## src/rtl/nv_vlib_pipe_fork2.sv

```systemverilog
// Stream fork: one valid/ready producer broadcast to two independent consumers,
// each branch decoupled by its own 2-entry registered skid buffer.
module nv_vlib_pipe_fork2 #(
  parameter int WIDTH = 32
) (
  input  logic             nvdla_core_clk,
  input  logic             nvdla_core_rst,
  input  logic             in_pvld,
  output logic             in_prdy,
  input  logic [WIDTH-1:0] in_pd,
  output logic             out0_pvld,
  input  logic             out0_prdy,
  output logic [WIDTH-1:0] out0_pd,
  output logic             out1_pvld,
  input  logic             out1_prdy,
  output logic [WIDTH-1:0] out1_pd,
  output logic             fork_idle
);

  logic [1:0]            branch_prdy;
  logic [1:0]            branch_pvld;
  logic [1:0]            branch_full;
  logic [1:0][WIDTH-1:0] branch_pd;
  logic                  accept;

  assign branch_prdy = {out1_prdy, out0_prdy};

  // Ready depends only on registered occupancy, so a consumer's ready never
  // reaches the producer combinationally.
  assign in_prdy = ~branch_full[0] & ~branch_full[1];
  assign accept  = in_pvld & in_prdy;

  for (genvar gi = 0; gi < 2; gi++) begin : g_branch
    logic [1:0]       cnt;
    logic             wr_ptr;
    logic             rd_ptr;
    logic [WIDTH-1:0] entry0;
    logic [WIDTH-1:0] entry1;
    logic             pop;

    assign pop = (cnt != 2'd0) & branch_prdy[gi];

    // NOTE: sequential state uses non-blocking assignments so every register
    // samples the pre-edge values regardless of statement order.
    always_ff @(posedge nvdla_core_clk or posedge nvdla_core_rst) begin
      if (nvdla_core_rst) begin
        cnt    <= 2'd0;
        wr_ptr <= 1'b0;
        rd_ptr <= 1'b0;
        // NOTE: the two entries are plain flops, not a RAM, so they take the
        // reset too; outputs are then defined (zero) from the reset onward.
        entry0 <= '0;
        entry1 <= '0;
      end else begin
        if (accept) begin
          if (wr_ptr) entry1 <= in_pd;
          else        entry0 <= in_pd;
          wr_ptr <= ~wr_ptr;
        end
        if (pop) rd_ptr <= ~rd_ptr;
        case ({accept, pop})
          2'b10:   cnt <= cnt + 2'd1;
          2'b01:   cnt <= cnt - 2'd1;
          default: cnt <= cnt;
        endcase
      end
    end

    assign branch_full[gi] = (cnt == 2'd2);
    assign branch_pvld[gi] = (cnt != 2'd0);
    assign branch_pd[gi]   = rd_ptr ? entry1 : entry0;
  end

  assign out0_pvld = branch_pvld[0];
  assign out0_pd   = branch_pd[0];
  assign out1_pvld = branch_pvld[1];
  assign out1_pd   = branch_pd[1];
  assign fork_idle = ~branch_pvld[0] & ~branch_pvld[1];

endmodule

```

## config.mk

```make
export PLATFORM = sky130hd
export DESIGN_NAME = nv_vlib_pipe_fork2
export DESIGN_NICKNAME = d
export VERILOG_FILES = /design/src/rtl/nv_vlib_pipe_fork2.sv
export SDC_FILE = /design/constraint.sdc
export NUM_CORES = 1
export LEC_CHECK = 0
export ABC_CLOCK_PERIOD_IN_PS = 4600
export BUFFER_PORTS_ARGS = -buffer_cell sky130_fd_sc_hd__buf_4
export CAP_MARGIN = 20
export CORE_MARGIN = 5
export CORE_UTILIZATION = 42
export DETAILED_ROUTE_END_ITERATION = 6
export PLACE_DENSITY = 0.59
export SLEW_MARGIN = 5
export SYNTH_ARGS = -nofsm -noshare
export SYNTH_HDL_FRONTEND = slang
export SYNTH_SLANG_ARGS = --single-unit
```

## constraint.sdc

```tcl
create_clock -name nvdla_core_clk -period 4.6 [get_ports nvdla_core_clk]
set_input_delay 0.46 -clock nvdla_core_clk [delete_from_list [all_inputs] [get_ports nvdla_core_clk]]
set_output_delay 0.46 -clock nvdla_core_clk [all_outputs]
set_load 0.02 [all_outputs]
```

After elaboration in Yosys (flattened, before gate mapping)
Cells that the tools add are included.

Bits in read-only memories: 0. Flip-flop bits (word level): 136. Latch bits: 0. Memories kept: 0. Bits of input ports: 37. RAM bits: 0.

$mul: 0. Div/mod/pow operators: 0. Eq/ne operators: 6. Reductions and logical operators: 8. Muxes and demuxes: 4. Bitwise operators: 13. $add $sub $neg: 4. Magnitude comparators: 0. Shift operators: 0.

Operator list (count): 32-bit two-way mux (2); 2-bit equality test, second input constant (4); 1-bit NOT (8); 2-bit case mux with 2 select lines (2); 2-bit AND reduction (4); 2-bit nonzero test (4); 1-bit bitwise AND (5); 2-bit by 1-bit adder with 2-bit output, second input constant (2); 2-bit by 1-bit equality test with 1-bit output, second input constant (2); 2-bit by 1-bit subtractor with 2-bit output, second input constant (2).

Logic depth before layout (Yosys ltp)
Gate-level depths: netlist (run 1).

Word-level depth: 6. Depth in mapped cells: 7. Depth with buffers taken out: 6.

Least setup slack after synthesis (run 1)
No wires, ideal clock.

Kind: register to register. Start point: register g_branch[1].cnt[1]. End point: register g_branch[0].cnt[1]. Buffers on the path: 1. Setup slack: 2.798 ns. Arrival: 1.722 ns. Cell stages (with the launch flop): 7. Path through: dfrtp_1 > nor2b_2 > or3b_2 > clkbuf_1 > ha_1 > nor2_1 > xor2_1.

Cells in the longest elaborated chain, start to end: 6. Elaborated cells between the ends (all ways): 8.

RTL lines: start: declaration (RTL line 34) `logic [1:0] cnt;`; start signal: assignment (RTL line 62) `2'b10: cnt <= cnt + 2'd1;`; start signal: assignment (RTL line 63) `2'b01: cnt <= cnt - 2'd1;`; start signal: assignment (RTL line 64) `default: cnt <= cnt;`; 2-bit equality test * (RTL line 69) `assign branch_full[gi] = (cnt == 2'd2);`; 1-bit NOT * (RTL line 30) `assign in_prdy = ~branch_full[0] & ~branch_full[1];`; 1-bit bitwise AND * (RTL line 30); 1-bit bitwise AND * (RTL line 31) `assign accept = in_pvld & in_prdy;`; 2-bit by 1-bit equality test with 1-bit output / 2-bit equality test (equally long branches) (RTL line 61) `case ({accept, pop})`; 2-bit case mux with 2 select lines / 2-bit nonzero test (equally long branches); end signal: assignment (RTL line 62); end signal: assignment (RTL line 63); end signal: assignment (RTL line 64); end: declaration (RTL line 34).

Mark *: on every way between the ends. The rest lies on a longest branch, timed or not. A chain may end at the register's enable or synchronous reset.

Worst setup path in the final report (run 1)
Start point: register g_branch[1].rd_ptr. End point: output port out1_pd[7].

Cells in the longest elaborated chain, start to end: 1.

RTL lines: start: declaration (RTL line 36) `logic rd_ptr;`; start signal: assignment (RTL line 60) `if (pop) rd_ptr <= ~rd_ptr;`; 32-bit two-way mux (RTL line 71) `assign branch_pd[gi] = rd_ptr ? entry1 : entry0;`; end: declaration (RTL line 16) `output logic [WIDTH-1:0] out1_pd,`.

No other way between the ends.

==> results of run 1 <==
[flip-flops by register name, summed over array words and instances, names as in the netlist]
name / flops
g_branch.cnt: 4
g_branch.rd_ptr: 2
g_branch.entry0: 64
g_branch.wr_ptr: 2
g_branch.entry1: 64
[per-stage QoR]
stage               hold WS (ns)  instance area [µm²]  utilization  std cells
floorplan                 0.4470                 6055            -        380
finish                   0.04290                 7596       0.5430        681
global placement          0.4657                 6979       0.4989        648
CTS                       0.2773                 7569       0.5411        680
detailed placement        0.4873                 6979       0.4989        648
global route             0.05715                 7596       0.5430        681
[worst max-delay path, cell delays in order, from the launching register on]
cell and delay [ns]:
dfrtp_2 0.98, mux2_2 0.43, buf_4 0.16
[metal layers]
layer  up-vias  routed length, µm
met4         0                225
met1      1821               5759
met2        80               5988
met3        22                797
met5         -                  0
li1       1568                  -
[how the worst min path moves through the flow]
stage	to	from	slack, ns	cells past startpoint
after floorplan	g_branch[1].cnt[1]$_DFFE_PP0P_	g_branch[1].cnt[1]$_DFFE_PP0P_	0.45	1
after global placement	g_branch[1].cnt[1]$_DFFE_PP0P_	g_branch[1].cnt[1]$_DFFE_PP0P_	0.47	1
after detailed placement	g_branch[0].cnt[1]$_DFFE_PP0P_	g_branch[0].cnt[1]$_DFFE_PP0P_	0.49	1
after CTS	g_branch[0].entry0[25]$_DFFE_PP0P_	in_pd[25]	0.28	2
after global routing	g_branch[0].entry0[15]$_DFFE_PP0P_	nvdla_core_rst	0.06	2
final	g_branch[0].entry0[15]$_DFFE_PP0P_	nvdla_core_rst	0.04	2
[layout make-up]
cell class	instances	area share
Clock buffer	22	0.06111
Sequential cell	136	0.4484
Timing Repair Buffer	111	0.1123
Tap cell	180	0.02965
Inverter	1	0.0008236
Clock inverter	10	0.01647
Multi-Input combinational cell	221	0.3312
[synthesized netlist by cell type (all sizes together), types with 4 or more instances]
cell type,instances
mux2,192
dfrtp,136
buf,13
clkbuf,9
xnor2,6
nor2,4
xor2,4
[cells by family (layout without fill, tap and decap cells)]
kind of cell,count (synthesis),count (layout),synth area share
XOR/XNOR,10,10,0.01447
adder cells (fa/ha/maj),2,2,0.004132
buffers and inverters,23,144,0.02542
flip-flops,136,136,0.5621
multiplexers,192,192,0.3757
AND/OR/NAND/NOR,17,17,0.01818
[power by group through the flow]
stage / logic (mW) / clock network (mW) / registers [mW]
final: 3.20 / 1.35 / 2.26
after global routing: 3.42 / 1.44 / 2.36
after CTS: 3.25 / 1.38 / 2.27
after detailed placement: 3.23 / 0 / 2.29
after global placement: 3.20 / 0 / 2.24
after floorplan: 2.38 / 0 / 2.05
[placed cells by master, fill, tap and decap left out, drive strengths merged]
cell    count
ha          2
bufinv      3
xor2        4
and2        2
or3b        1
or2         2
clkinv      7
nor3        2
mux2      192
dfrtp     136
clkbuf     22
inv         1
nor2b       2
xnor2       6
nor2        4
buf       111
nand2       2
or4b        1
nor4b       1
==> impl_metrics.yaml, run 1 <==
setup_path:
  ff2ff_path_depth: 4
  worst_setup_path_end_kind: "output pin"
  cp.arrival_ns: 2.00
  crit_path_start_kind: "flip-flop"
  criticalPathCategory: "flip-flop to output pin"
  regToRegSetupSlack_ns: 2.24
  crit_fanout: 33
  worstReg2RegEnd: "g_branch[0].entry1[29]$_DFFE_PP0P_"
  r2r_start: "g_branch[0].cnt[1]$_DFFE_PP0P_"
  critPathLaunch: "g_branch[1].rd_ptr$_DFFE_PP0P_"
  critPathRequiredTime_ns: 4.14
  endpoint: "out1_pd[7]"
hold_path:
  holdCritPathClass: "input port to asynchronous set/reset pin"
logic_synthesis:
  ys_seq_area_frac: 0.5621
  synth_area_per_cell_um2: 15.93
  synth_top_area_frac: 0.5621
  synthArstFlopShare: 1.000
  synth_edf_count: 0
  yosysWarnings: 0
  yosysUniqueCellTypes: 21
  synth_top_area_cell: "dfrtp_1"
  syn_nets: 419
  ys.flop_type: "dfrtp_1"
  synth.area.top_cells: "dfrtp_1, mux2_2, mux2_4"
  synth-seq-cells: 136
  netlist_instances: 380
  syn_area_um2: 6055
timing:
  maxSlewViolCount: 0
  grt_setup_unrepaired: "false"
  setup_ws_ns: 2.145
  period_share: 0.5338
  max_freq_mhz: 407.3
  report.final.hold_viol_count: 0
  relSlewSlack: 0.3754
  fin_skew_ns: 0.005620
  finalSetupViolCount: 0
  tns_ns: 0
  worst_pin_slew_ns: 0.9369
  fin_crit_ns: 2.455
cts:
  h-tree-depth: 4
  cts_max_path_buffers: 2
  cts_setup_buffers: 0
  cts-resized-gates: 0
  clock_sinks: 136
  cts_buffers: 17
  cts_tree: "built"
  cts_hold_buf: 0
  cts_root_buf: "clkbuf_16"
  clkSlewWorstSetupHoldPaths_ns: 0.05
  worstSkewPairLatency_ns: 0.42
global_route:
  use_met3: 0.05690
  grt_start_max_net_pins: 80
  grt_overflow_total: 0
  use_met2: 0.2523
  grt_pass1_vias: 3821
  grt_util_all_layers: 0.1621
  grtUsageMet1: 0.2090
  top_usage_layer: "met2"
  grt_pass1_wl_um: 20500
  grt_antenna_before_repair: 0
final_layout:
  n_antenna_cell: 0
  layout-drive-gt1-share: 0.6846
  multi_input_area_um2: 2516
  fillers: 1171
  seqCellArea_um2: 3406
  num-nets-final: 527
  area_growth_pct: 25.46
route:
  antenna_left: 0
  finalWirelength_um: 12770
  drt-vias-per-instance: 5.126
  drcViolationCount: 0
  num_vias: 3491
  wl_per_cell_um: 18.75
  drt_iter0_drc: 124
  first_pass_iters: 4
power_and_ir_drop:
  seqPwrFrac: 0.332
  p_leak_nw: 3.448
  vdd_drop_max_uv: 403.6
  p_per_area_nw_per_um2: 896.8
  swShare: 0.3418
  pwr-share-comb: 0.469
  clkPwrFrac: 0.198
  total_power_mw: 6.812
  p_switching_mw: 2.328
  power.internal_mw: 4.484
die:
  boundaryPins: 105
  initial_core_util: 0.4328
  core-area_um2: 13990
  placementRows: 43
  die-area_um2: 16920
  die_h_um: 130.1
  fp.dieW_um: 130.1
place:
  dp_worst_setup_slack_ns: 2.237
  hpwlAfterDp_um: 8288
  place.gp.congestion: 0.6986
  portBuffers: 104
flow_run:
  drv_cap: 0
outcome:
  status: "completed"
(Power assumes the default switching activity.)
==> run 2, diff against run 1 <==
- ABC_CLOCK_PERIOD_IN_PS: 4600 -> 2460
- clock period: 4.6 -> 2.46 ns (I/O delays scaled with it)
==> run 2 against run 1 <==
Worst hold slack better by 0.048 ns. Design area up 1.3%. Non-clock buffer count up 8. Global-route usage down 0.61 points. Combinational power up 91%. Largest cell class unchanged. Via count down 1.6%. First-iteration DRC count up 19%. Clock-buffer cell count unchanged. Cell count up 1.2%. Setup slack worse by 1.9 ns. Sequential share of layout area down 0.56 points. Utilization up 0.69 points. Critical path type is now flip-flop to flip-flop.
==> impl_metrics.yaml, run 2 (synthesized netlist as in run 1, its figures left out) <==
final_layout:
  top_regs: "g_branch.entry0 (64), g_branch.entry1 (64), g_branch.cnt (4)"
  layout-drive-gt1-share: 0.6857
  num-nets-final: 535
  area_growth_pct: 27.05
  n_antenna_cell: 0
  mostFrequentLayoutCell: "mux2_2"
  layout_common_cells: "mux2_2, dfrtp_1, buf_4, mux2_4, clkbuf_16"
  fillers: 1164
die:
  boundaryPins: 105
  placementRows: 43
  die_h_um: 130.1
  initial_core_util: 0.4328
  core-area_um2: 13990
  die-area_um2: 16920
  fp.dieW_um: 130.1
place:
  dp_worst_setup_slack_ns: 0.2251
  place.gp.congestion: 0.7337
  hpwlAfterDp_um: 8596
  portBuffers: 104
setup_path:
  critPathRequiredTime_ns: 2.75
  criticalPathCategory: "flip-flop to flip-flop"
  crit_fanout: 21
  crit_path_start_kind: "flip-flop"
  worst_setup_path_end_kind: "flip-flop"
  cp.arrival_ns: 2.50
global_route:
  grt_util_all_layers: 0.1560
  grt_antenna_before_repair: 0
  grt_pass1_vias: 3859
  grt_start_max_net_pins: 56
  grt_overflow_total: 0
  grt_pass1_wl_um: 20280
cts:
  clock_sinks: 136
  cts_buffers: 17
  h-tree-depth: 4
  cts-resized-gates: 0
  worstSkewPairLatency_ns: 0.41
  cts_tree: "built"
  clkSlewWorstSetupHoldPaths_ns: 0.06
  cts_root_buf: "clkbuf_16"
  cts_max_path_buffers: 2
route:
  wl_per_cell_um: 18.03
  num_vias: 3434
  drt_iter0_drc: 148
  drt-vias-per-instance: 4.984
  antenna_left: 0
  drcViolationCount: 0
  finalWirelength_um: 12420
  first_pass_iters: 4
timing:
  period_share: 0.8989
  fin_skew_ns: 0.006971
  tns_ns: 0
  report.final.hold_viol_count: 0
  maxSlewViolCount: 0
  finalSetupViolCount: 0
  max_freq_mhz: 452.2
  fin_crit_ns: 2.211
  worst_pin_slew_ns: 0.8927
  setup_ws_ns: 0.2487
  grt_setup_unrepaired: "false"
  relSlewSlack: 0.4049
power_and_ir_drop:
  p_per_area_nw_per_um2: 1671
  p_leak_nw: 3.493
  total_power_mw: 12.86
  vdd_drop_max_uv: 724.4
flow_run:
  drv_cap: 0
hold_path:
  holdCritPathClass: "input port to flip-flop"
outcome:
  status: "completed"
run 2: cell types whose count changed in the layout (fill, tap and decap cells not counted), sizes merged:
cell         before  now
clkinvlp          0    1
dlygate4sd3       0    1
clkinv            7    6
inv               1    0
buf             111  118
bufinv            3    4
run 2: cell type report:
class | count | area (µm²) | area share
Clock buffer | 22 | 454.2 | 0.05904
Clock inverter | 10 | 150.1 | 0.01952
Inverter | 1 | 7.507 | 0.0009759
Multi-Input combinational cell | 221 | 2516 | 0.3271
Sequential cell | 136 | 3406 | 0.4427
Tap cell | 180 | 225.2 | 0.02928
Timing Repair Buffer | 119 | 933.4 | 0.1213
run 2: routing by layer:
layer / up-vias / part of all wire / GRT usage
li1: 1579 / - / -
met1: 1763 / 0.46 / 0.2073
met2: 79 / 0.48 / 0.2435
met3: 13 / 0.053 / 0.04625
met4: 0 / 0.015 / 0.05685
met5: - / 0 / 0
run 2: power breakdown:
| part | internal, mW | total [mW] | switching, mW |
|---|---|---|---|
| clock | 1.71 | 2.60 | 0.894 |
| combinational | 3.41 | 6.10 | 2.69 |
| sequential | 3.41 | 4.15 | 0.737 |
| total | 8.53 | 12.9 | 4.32 |
run 2: metrics by stage:
stage	hold WS [ns]	instance area (µm²)	instances	util
after floorplan	0.3945	6058	380	-
after CTS	0.07414	7692	689	0.5499
after global placement	0.2019	7078	656	0.5060
after detailed placement	0.2116	7078	656	0.5060
after global routing	0.07634	7692	689	0.5499
final	0.09123	7692	689	0.5499
run 2: path summary, 6_finish.rpt:
| check | startpoint | endpoint | slack (ns) | depth (start not counted) |
|---|---|---|---|---|
| worst max-delay path | g_branch[0].cnt[0]$_DFFE_PP0P_ | g_branch[0].entry0[10]$_DFFE_PP0P_ | 0.25 | 4 |
| worst min register to register | g_branch[0].cnt[1]$_DFFE_PP0P_ | g_branch[0].cnt[1]$_DFFE_PP0P_ | 0.49 | 1 |
| max in group asynchronous | nvdla_core_rst | g_branch[0].rd_ptr$_DFFE_PP0P_ | 1.54 | 4 |
| min in group asynchronous | nvdla_core_rst | g_branch[0].entry1[29]$_DFFE_PP0P_ | 0.33 | 3 |
| worst min-delay path | in_pd[15] | g_branch[0].entry0[15]$_DFFE_PP0P_ | 0.09 | 2 |
| worst max register to register | g_branch[0].cnt[0]$_DFFE_PP0P_ | g_branch[0].entry0[10]$_DFFE_PP0P_ | 0.25 | 4 |
run 2: repair_timing:
action,in CTS,in global routing
setup buffers,0,0
setup endpoints to repair,0,0
hold buffers,1,0
endpoints found under the hold margin,7,0
run 2: worst max-delay path: stages, from the launching register on:
cell     delay (ns)
dfrtp_1        0.42
nor2b_1        0.48
or4b_4         0.52
buf_4          0.34
mux2_4         0.33
